==> src/rtl/dsp_seq_pkg.sv <==
// dsp_seq_pkg: opmode constants and sequencer state encodings shared by the MAC sequencer.
package dsp_seq_pkg;
    localparam logic [7:0] OP_NOP = 8'h00;
    localparam logic [7:0] OP_MUL = 8'h01;
    localparam logic [7:0] OP_MAC = 8'h09;
    typedef enum logic [1:0] {
        S_IDLE  = 2'd0,
        S_GRANT = 2'd1,
        S_BURST = 2'd2,
        S_DRAIN = 2'd3
    } state_t;
endpackage

==> src/rtl/dsp_mac_sequencer_rr_arbiter2.sv <==
// rr_arbiter2: combinational 2-way round-robin pick; the pointed-to requester wins if it is asking.
module rr_arbiter2 (
    input  logic [1:0] req,
    input  logic       ptr,
    output logic       grant
);
    assign grant = req[ptr] ? ptr : ~ptr;
endmodule

==> src/rtl/dsp_mac_sequencer.sv <==
// dsp_mac_sequencer: shares one MAC slice between two requesters, one whole burst per grant.
// Define DSP_SEQ_PERF_EN to add saturating busy-cycle and response counters.
module dsp_mac_sequencer
    import dsp_seq_pkg::*;
#(
    parameter int WIDTH   = 18,
    parameter int PWIDTH  = 48,
    parameter int LATENCY = 4
) (
    input  logic                 clk,
    input  logic                 rst,
`ifdef DSP_SEQ_PERF_EN
    output logic [31:0]          perf_busy_cnt,
    output logic [15:0]          perf_burst_cnt,
`endif
    input  logic [1:0]           req_valid,
    output logic [1:0]           req_ready,
    input  logic [2*WIDTH-1:0]   req_a,
    input  logic [2*WIDTH-1:0]   req_b,
    input  logic [1:0]           req_last,
    output logic [WIDTH-1:0]     dsp_a,
    output logic [WIDTH-1:0]     dsp_b,
    output logic [7:0]           dsp_opmode,
    output logic                 dsp_ce,
    input  logic [PWIDTH-1:0]    dsp_p,
    output logic                 rsp_valid,
    output logic                 rsp_id,
    output logic [PWIDTH-1:0]    rsp_data
);
    localparam int CW = $clog2(LATENCY + 1);

    state_t            r_state, w_next;
    logic              r_owner, r_rr_ptr, r_first, w_grant;
    logic [CW-1:0]     r_cnt;
    logic              w_accept, w_last, w_ce_d, w_rsp_d;
    logic [7:0]        w_op_d;
    logic [WIDTH-1:0]  w_a, w_b;

    rr_arbiter2 u_arb (
        .req   (req_valid),
        .ptr   (r_rr_ptr),
        .grant (w_grant)
    );

    assign req_ready = (r_state == S_BURST) ? (r_owner ? 2'b10 : 2'b01) : 2'b00;
    assign w_accept  = |(req_valid & req_ready);
    assign w_last    = req_last[r_owner];
    assign w_a       = r_owner ? req_a[2*WIDTH-1:WIDTH] : req_a[WIDTH-1:0];
    assign w_b       = r_owner ? req_b[2*WIDTH-1:WIDTH] : req_b[WIDTH-1:0];

    always_ff @(posedge clk) begin
        if (rst) r_state <= S_IDLE;
        else     r_state <= w_next;
    end

    // Drain keeps the slice clocked until the last beat's result reaches dsp_p.
    always_comb begin
        w_next  = r_state;
        w_ce_d  = w_accept || (r_state == S_DRAIN && r_cnt != '0);
        w_op_d  = w_accept ? (r_first ? OP_MUL : OP_MAC) : OP_NOP;
        w_rsp_d = (r_state == S_DRAIN) && (r_cnt == '0);
        unique case (r_state)
            S_IDLE:  w_next = |req_valid ? S_GRANT : S_IDLE;
            S_GRANT: w_next = S_BURST;
            S_BURST: w_next = (w_accept && w_last) ? S_DRAIN : S_BURST;
            S_DRAIN: w_next = (r_cnt == '0) ? S_IDLE : S_DRAIN;
        endcase
    end

    always_ff @(posedge clk) begin
        if (rst) begin
            r_owner    <= 1'b0;
            r_rr_ptr   <= 1'b0;
            r_first    <= 1'b0;
            r_cnt      <= '0;
            dsp_a      <= '0;
            dsp_b      <= '0;
            dsp_opmode <= OP_NOP;
            dsp_ce     <= 1'b0;
            rsp_valid  <= 1'b0;
            rsp_id     <= 1'b0;
            rsp_data   <= '0;
        end else begin
            if (r_state == S_IDLE && |req_valid) begin
                r_owner  <= w_grant;
                r_rr_ptr <= ~w_grant;
            end
            r_first <= (r_state == S_GRANT) ? 1'b1 : (w_accept ? 1'b0 : r_first);
            r_cnt   <= (w_accept && w_last) ? CW'(LATENCY) :
                       (r_state == S_DRAIN && r_cnt != '0) ? r_cnt - CW'(1) : r_cnt;
            if (w_accept) begin
                dsp_a <= w_a;
                dsp_b <= w_b;
            end
            dsp_ce     <= w_ce_d;
            dsp_opmode <= w_op_d;
            rsp_valid  <= w_rsp_d;
            if (w_rsp_d) begin
                rsp_id   <= r_owner;
                rsp_data <= dsp_p;
            end
        end
    end

`ifdef DSP_SEQ_PERF_EN
    always_ff @(posedge clk) begin
        if (rst) begin
            perf_busy_cnt  <= '0;
            perf_burst_cnt <= '0;
        end else begin
            if (r_state != S_IDLE && perf_busy_cnt != '1) perf_busy_cnt <= perf_busy_cnt + 32'd1;
            if (rsp_valid && perf_burst_cnt != '1) perf_burst_cnt <= perf_burst_cnt + 16'd1;
        end
    end
`endif
endmodule

==> config.mk <==
export PLATFORM = sky130hd
export DESIGN_NAME = dsp_mac_sequencer
export DESIGN_NICKNAME = d
export VERILOG_FILES = /design/src/rtl/dsp_seq_pkg.sv /design/src/rtl/dsp_mac_sequencer_rr_arbiter2.sv /design/src/rtl/dsp_mac_sequencer.sv
export SDC_FILE = /design/constraint.sdc
export NUM_CORES = 1
export LEC_CHECK = 0
export ABC_AREA = 1
export BUFFER_PORTS_ARGS = -buffer_cell sky130_fd_sc_hd__buf_2
export CAP_MARGIN = 5
export CELL_PAD_IN_SITES_DETAIL_PLACEMENT = 1
export CELL_PAD_IN_SITES_GLOBAL_PLACEMENT = 1
export CORE_MARGIN = 2
export CORE_UTILIZATION = 32
export DETAILED_ROUTE_END_ITERATION = 8
export GPL_ROUTABILITY_DRIVEN = 0
export PLACE_DENSITY_LB_ADDON = 0.1
export SLEW_MARGIN = 10
export SYNTH_ARGS = -nofsm -noshare
export SYNTH_HDL_FRONTEND = slang
export SYNTH_SLANG_ARGS = --single-unit
==> constraint.sdc <==
create_clock -name clk -period 2.9 [get_ports clk]
set_clock_uncertainty 0.15 [all_clocks]
set_input_delay 0.29 -clock clk [delete_from_list [all_inputs] [get_ports clk]]
set_output_delay 0.29 -clock clk [all_outputs]
set_load 0.05 [all_outputs]
# ---- Word-level counts from Yosys, hierarchy flattened
# Index checks and enable logic that the tools add are counted.
dict set report word_totals {
  reg_bits 103
  in_bits 126
  output_inout_bits 97
}
dict set report classes {
  addsub 1
  order_cmp 2
  eq_ne 3
  n_mux 18
  n_bitwise 4
  reduce_logical 14
}
# cell count
set ops {}
lappend ops {{18-bit 2-to-1 mux} 2}
lappend ops {{1-bit 2-to-1 mux} 9}
lappend ops {{2-bit one-hot mux with 4 select lines} 1}
lappend ops {{2-bit OR reduction} 4}
lappend ops {{2-bit 2-to-1 mux} 3}
lappend ops {{3-bit 2-to-1 mux} 2}
lappend ops {{2-bit == test, second input constant} 2}
lappend ops {{1-bit logical AND} 4}
lappend ops {{1-bit by 2-bit less-than comparator with 1-bit output, second input constant} 2}
lappend ops {{4-bit 2-to-1 mux} 1}
lappend ops {{2-bit nonzero test} 2}
lappend ops {{3-bit zero test} 1}
lappend ops {{1-bit inverter} 3}
lappend ops {{3-bit nonzero test} 1}
lappend ops {{3-bit by 1-bit subtractor with 3-bit output, second input constant} 1}
lappend ops {{2-bit bitwise AND} 1}
lappend ops {{2-bit by 1-bit == test with 1-bit output, second input constant} 1}
lappend ops {{2-bit zero test} 1}
lappend ops {{1-bit logical OR} 1}

# ---- Depth between registers and ports, before layout
dict set report logic_depth {
  word_depth 7
  depth_mapped 9
}

# ---- Hierarchy
# From an unflattened synthesis, not the netlist that was laid out.
dict set report hier_totals {
  cells_unflattened 597
  hier_area_um2 4172.8
}
# module n_inst cells_per_inst area_each_um2 seq_area_each_um2
set by_module_without_submodules {}
lappend by_module_without_submodules {dsp_mac_sequencer 1 595 4164.0 1941.9}
lappend by_module_without_submodules {rr_arbiter2 1 2 8.8 0.0}

# ---- Least setup slack after synthesis
# No wires, ideal clock.
dict set report synth_path {
  path_kind {reg-to-output}
  from {register r_owner}
  to {output req_ready[1]}
  arrival_time_ps 1270
  required_time_ps 2460
  path_slack_ps 1190
  path_stages_with_launch 4
  n_path_buf 1
  cell_sequence {dfxtp_1 > inv_2 > clkbuf_1 > nor2_1}
}
dict set report synth_between {
  elab_chain_cells 2
}
# item line
set synth_lines {}
lappend synth_lines {{start: declaration} dsp_mac_sequencer.sv:33} ;# logic r_owner, r_rr_ptr, r_first, w_grant;
lappend synth_lines {{start signal: assignment} dsp_mac_sequencer.sv:85} ;# r_owner <= w_grant;
lappend synth_lines {{2-bit 2-to-1 mux (2 in series)} dsp_mac_sequencer.sv:45} ;# assign req_ready = (r_state == S_BURST) ? (r_owner ? 2'b10 : 2'b01) : 2'b00;
lappend synth_lines {{end: declaration} dsp_mac_sequencer.sv:17} ;# output logic [1:0] req_ready,
# Every way passes these cells.

# ---- Final worst setup path
dict set report layout_path {
  from {register r_cnt[0]}
  to {register rsp_data[40]}
}
dict set report layout_between {
  elab_chain_cells 2
}
# item line
set layout_lines {}
lappend layout_lines {{start: declaration} dsp_mac_sequencer.sv:34} ;# logic [CW-1:0] r_cnt;
lappend layout_lines {{start signal: assignment} dsp_mac_sequencer.sv:89} ;# r_cnt <= (w_accept && w_last) ? CW'(LATENCY) :
lappend layout_lines {{3-bit zero test} dsp_mac_sequencer.sv:61} ;# w_rsp_d = (r_state == S_DRAIN) && (r_cnt == '0);
lappend layout_lines {{1-bit logical AND} dsp_mac_sequencer.sv:61}
lappend layout_lines {{end signal: assignment} dsp_mac_sequencer.sv:100} ;# rsp_data <= dsp_p;
lappend layout_lines {{end: declaration} dsp_mac_sequencer.sv:28} ;# output logic [PWIDTH-1:0] rsp_data
# Every way passes these cells.
# A chain may end at the register's enable or synchronous reset.

==> results_tabular.tex <==
\begin{tabular}{lr}
\hline
Metric & Value \\
\hline
\multicolumn{2}{l}{\textbf{Critical path}} \\
\quad Worst endpoint required time & between 2000 and 3000 ps \\
\quad Highest-delay cell along the critical path & sky130\_fd\_sc\_hd\_\_nand3\_2 \\
\quad CP Cell Sequence & inv\_1 -> ha\_1 -> ha\_1 -> nand3\_2 -> nand3\_1 -> nand2\_1 \\
\quad Critical path endpoint category & flop \\
\quad Startpoint type of the worst setup path & flop \\
\quad Top fanout value on the critical path & slightly below 50 \\
\quad Buffers plus inverters on the worst setup path & 1 \\
\quad Startpoint-to-endpoint class of the critical path & reg2reg \\
\quad Critical path's most frequent cell & sky130\_fd\_sc\_hd\_\_ha\_1 \\
\quad Register-to-register path setup slack & about 640 ps \\
\quad Kind of cell adding the most delay to the critical path & simple AND/OR/NAND/NOR gates \\
\quad Worst r2r src & r\_cnt[0] \\
\quad Maximum single-stage delay on the critical path & between 700 and 800 ps \\
\quad Data arrival time of the critical path & between 2000 and 2500 ps \\
\quad Count of cells along the worst register-to-register path & 6 \\
\quad Reg-to-reg endpoint & rsp\_data[40] \\
\multicolumn{2}{l}{\textbf{Die}} \\
\quad Starting density of the core & 32.9\% \\
\quad Die outline area & 13900 um\^{}2 \\
\quad Horiz. Die Dim & approximately 120 um \\
\quad Core area & roughly 13000 um\^{}2 \\
\quad Row count & $\sim$40 \\
\quad Number of ports placed on the die boundary & 223 \\
\quad Die Ht & approximately 120 um \\
\multicolumn{2}{l}{\textbf{Drt}} \\
\quad Avg WL per Cell & between 10 and 15 um \\
\quad Final WL & between 10000 and 15000 um \\
\quad Vias per Instance & 4.61 \\
\quad Via Count & 4663 \\
\quad TritonRoute pass-1 iters & 6 \\
\quad DRC violation total after the first TritonRoute iteration & 165 \\
\quad Final routed DRC violation total & 0 \\
\quad Post-DRT Antenna Nets & 0 \\
\multicolumn{2}{l}{\textbf{Worst hold path}} \\
\quad Hold crit path type & in2reg \\
\quad Endpoint, Worst Hold & rsp\_data[32] \\
\quad Hold Path Origin & dsp\_p[32] \\
\quad Number of instances on the worst hold path & 3 \\
\multicolumn{2}{l}{\textbf{Global route}} \\
\quad Pin count of the biggest net entering global routing & between 80 and 90 \\
\quad Via count of the first global-routing pass & roughly 5000 \\
\quad First-pass GRT wire length & 23800 um \\
\quad Initial antenna violation count & 0 \\
\quad Overall overflow remaining after global route & 0 \\
\quad Global-route total usage across every layer & about a fifth \\
\multicolumn{2}{l}{\textbf{Run}} \\
\quad Total of max-cap violations & 0 \\
\multicolumn{2}{l}{\textbf{Yosys}} \\
\quad Post-synth cell types & 23 \\
\quad Cell count after synthesis & slightly below 600 \\
\quad Post-Synthesis Mean Instance Area & 6.96 um\^{}2 \\
\quad Synthesis Warnings & 0 \\
\quad Share of the yosys chip area belonging to registers & between 40 and 50\% \\
\quad Area of the mapped netlist & slightly above 4000 um\^{}2 \\
\quad Synthesis-stage register bit count & 97 \\
\multicolumn{2}{l}{\textbf{Placed design}} \\
\quad Port bufs & about 220 \\
\quad Number of placed cells counting well taps & 947 \\
\quad Post-detail-place hpwl & 9430 um \\
\quad DP Area & roughly 5300 um\^{}2 \\
\multicolumn{2}{l}{\textbf{STA}} \\
\quad Summed negative setup slack over all endpoints & 0 ps \\
\quad RSZ-0062 raised after global routing & false \\
\quad Upper clock frequency limit & about 440 MHz \\
\quad Slew at the pin closest to its max-slew limit & around 1000 ps \\
\quad Max\_slew headroom & between 30\% and 40\% \\
\quad Hold Fails Final Rpt & 0 \\
\quad Final slew viol count & 0 \\
\quad Final period util & 77.8\% \\
\quad Final count of negative-setup-slack endpoints & 0 \\
\quad Crit path time final & approximately 2300 ps \\
\multicolumn{2}{l}{\textbf{Status}} \\
\quad Outcome & complete, no violations \\
\multicolumn{2}{l}{\textbf{CTS}} \\
\quad CTS tree & built \\
\quad \# H-tree levels & 3 \\
\quad Root buf cell & sky130\_fd\_sc\_hd\_\_clkbuf\_16 \\
\quad Clock-pin transition on the worst setup and hold timing paths & 70 ps \\
\quad Maximum clock insertion buffer count & 2 \\
\quad Clock insertion delay at the later pin of the skew report & 340 ps \\
\quad Sink count of the clock tree & between 90 and 100 \\
\quad Total CTS buffers & 9 \\
\multicolumn{2}{l}{\textbf{Pwr}} \\
\quad IR drop worst, VDD & between 200 and 300 uV \\
\quad Power per Cell Area & approximately 550 nW/um\^{}2 \\
\quad Overall Power & about 3.3 mW \\
\quad Static Leak & 3.41 nW \\
\multicolumn{2}{l}{\textbf{Finish}} \\
\quad Area of all placed cells without fillers & 5990 um\^{}2 \\
\quad Final std cells w/o fill & 1011 \\
\quad Final nets & $\sim$960 \\
\quad Final-layout fill cell count & 1677 \\
\quad Proportion of layout cells with a drive suffix above 1 & between 20\% and 30\% \\
\quad Area growth from synthesis to layout & 44.5\% \\
\hline
\end{tabular}
==> final cells by class <==
| type | instances | area (um^2) | share of cell area [%] |
|---|---|---|---|
| multi-input cells | 445 | 1930 | 32.3 |
| inverters | 12 | 45.0 | 0.752 |
| well taps | 172 | 215 | 3.59 |
| clock buffers | 12 | 246 | 4.11 |
| clock inverters | 3 | 17.5 | 0.292 |
| diodes | 2 | 5.00 | 0.0835 |
| flip-flops and latches | 97 | 1940 | 32.4 |
| repair buffers | 268 | 1590 | 26.5 |
==> stage by stage <==
step / util (%) / setup slack (ps) / hold slack [ps]
finish: 47.5 / 644 / 8.35
global placement: 41.6 / 762 / 275
detailed placement: 41.6 / 655 / 305
CTS: 47.5 / 638 / 3.49
global route: 47.5 / 415 / 13.6
floorplan: - / 1190 / 243
==> Yosys cell counts <==
master | count | area share, %
sky130_fd_sc_hd__nand2_1 | 252 | 23
sky130_fd_sc_hd__dfxtp_1 | 97 | 47
sky130_fd_sc_hd__nor2_1 | 78 | 7.1
sky130_fd_sc_hd__nand3_1 | 53 | 6.4
sky130_fd_sc_hd__nand3b_1 | 36 | 6.5
sky130_fd_sc_hd__buf_2 | 21 | 2.5
sky130_fd_sc_hd__clkbuf_1 | 12 | 1.1
sky130_fd_sc_hd__buf_4 | 11 | 2.0
sky130_fd_sc_hd__inv_1 | 8 | 0.72
sky130_fd_sc_hd__a21oi_1 | 6 | 0.72
sky130_fd_sc_hd__inv_2 | 4 | 0.36
sky130_fd_sc_hd__o21ai_0 | 4 | 0.48
sky130_fd_sc_hd__nand4_1 | 3 | 0.45
sky130_fd_sc_hd__ha_1 | 2 | 0.60
sky130_fd_sc_hd__a31oi_1 | 1 | 0.15
sky130_fd_sc_hd__and2_1 | 1 | 0.15
sky130_fd_sc_hd__buf_1 | 1 | 0.090
sky130_fd_sc_hd__buf_6 | 1 | 0.27
sky130_fd_sc_hd__clkbuf_2 | 1 | 0.12
sky130_fd_sc_hd__conb_1 | 1 | 0.090
sky130_fd_sc_hd__nor3_2 | 1 | 0.24
sky130_fd_sc_hd__or2_2 | 1 | 0.15
sky130_fd_sc_hd__xor2_1 | 1 | 0.21
==> worst register-to-register path: cells and delay by family (launching register included) <==
kind,cells,cell delay [ps]
adders and majority gates,2,350
DFF,1,300
and+or+nand+nor,3,1260
buffers and inverters,1,80
==> what timing repair did <==
action	4_1_cts	5_1_grt
setup buffers	0	0
hold buffers	47	0
gates resized for setup	0	0
hold endpoints to repair	47	0
==> kinds of logic (layout without fill, tap and decap cells) <==
| kind of cell | Yosys count | in the layout | synth area share (%) |
|---|---|---|---|
| AO/OA/AOI/OAI | 11 | 11 | 1.36 |
| XOR/XNOR | 1 | 1 | 0.211 |
| adder cells (fa/ha/maj) | 2 | 2 | 0.603 |
| buffers and inverters | 59 | 295 | 7.18 |
| flip-flops | 97 | 97 | 46.8 |
| other | 1 | 8 | 0.0904 |
| AND/OR/NAND/NOR | 425 | 425 | 43.8 |
==> per-layer routing <==
metal	track usage, %	up-vias	share of wire (%)
li1	-	2326	-
met1	24.3	2161	41
met2	37.0	149	51
met3	5.04	27	5.7
met4	9.04	0	2.4
met5	0	-	0
==> layout by cell type, fill, tap and decap left out <==
master                          count
sky130_fd_sc_hd__and2_1             1
sky130_fd_sc_hd__clkinv_2           2
sky130_fd_sc_hd__nand3_1           52
sky130_fd_sc_hd__nand2_1          252
sky130_fd_sc_hd__clkinvlp_4         1
sky130_fd_sc_hd__diode_2            2
sky130_fd_sc_hd__inv_2              4
sky130_fd_sc_hd__nor3_2             1
sky130_fd_sc_hd__o21ai_0            4
sky130_fd_sc_hd__nand4_1            3
sky130_fd_sc_hd__a31oi_1            1
sky130_fd_sc_hd__nor2_1            78
sky130_fd_sc_hd__clkbuf_16          9
sky130_fd_sc_hd__a21oi_1            6
sky130_fd_sc_hd__or2_2              1
sky130_fd_sc_hd__buf_2            216
sky130_fd_sc_hd__nand3b_1          36
sky130_fd_sc_hd__inv_1              8
sky130_fd_sc_hd__nand3_2            1
sky130_fd_sc_hd__xor2_1             1
sky130_fd_sc_hd__ha_1               2
sky130_fd_sc_hd__conb_1             6
sky130_fd_sc_hd__clkbuf_1           2
sky130_fd_sc_hd__dlygate4sd3_1     47
sky130_fd_sc_hd__buf_4              5
sky130_fd_sc_hd__dfxtp_1           97
sky130_fd_sc_hd__clkbuf_8           1
==> report_power, final <==
| group | leakage (nW) | internal (mW) | switching (mW) |
|---|---|---|---|
| combinational | 2.50 | 0.247 | 0.524 |
| clock | 0.128 | 0.598 | 0.488 |
| sequential | 0.786 | 1.40 | 0.0375 |
==> state kept, by name, summed over array words and instances (netlist names) <==
name	count
r_first	1
dsp_opmode	2
dsp_a	18
rsp_valid	1
r_state	2
rsp_data	48
rsp_id	1
r_owner	1
r_cnt	3
r_rr_ptr	1
dsp_ce	1
dsp_b	18
==> how the worst max path moves through the flow <==
stage / startpoint / endpoint / slack (ps) / cells past startpoint
finish: r_cnt[0] / rsp_data[40] / 640 / 6
global placement: r_cnt[0] / rsp_id / 760 / 6
detailed placement: r_cnt[0] / rsp_data[0] / 650 / 6
global route: r_cnt[0] / rsp_data[19] / 410 / 6
CTS: r_cnt[0] / rsp_id / 640 / 6
floorplan: r_owner / req_ready[1] / 1190 / 3
Power figures use the tool's default switching activity.
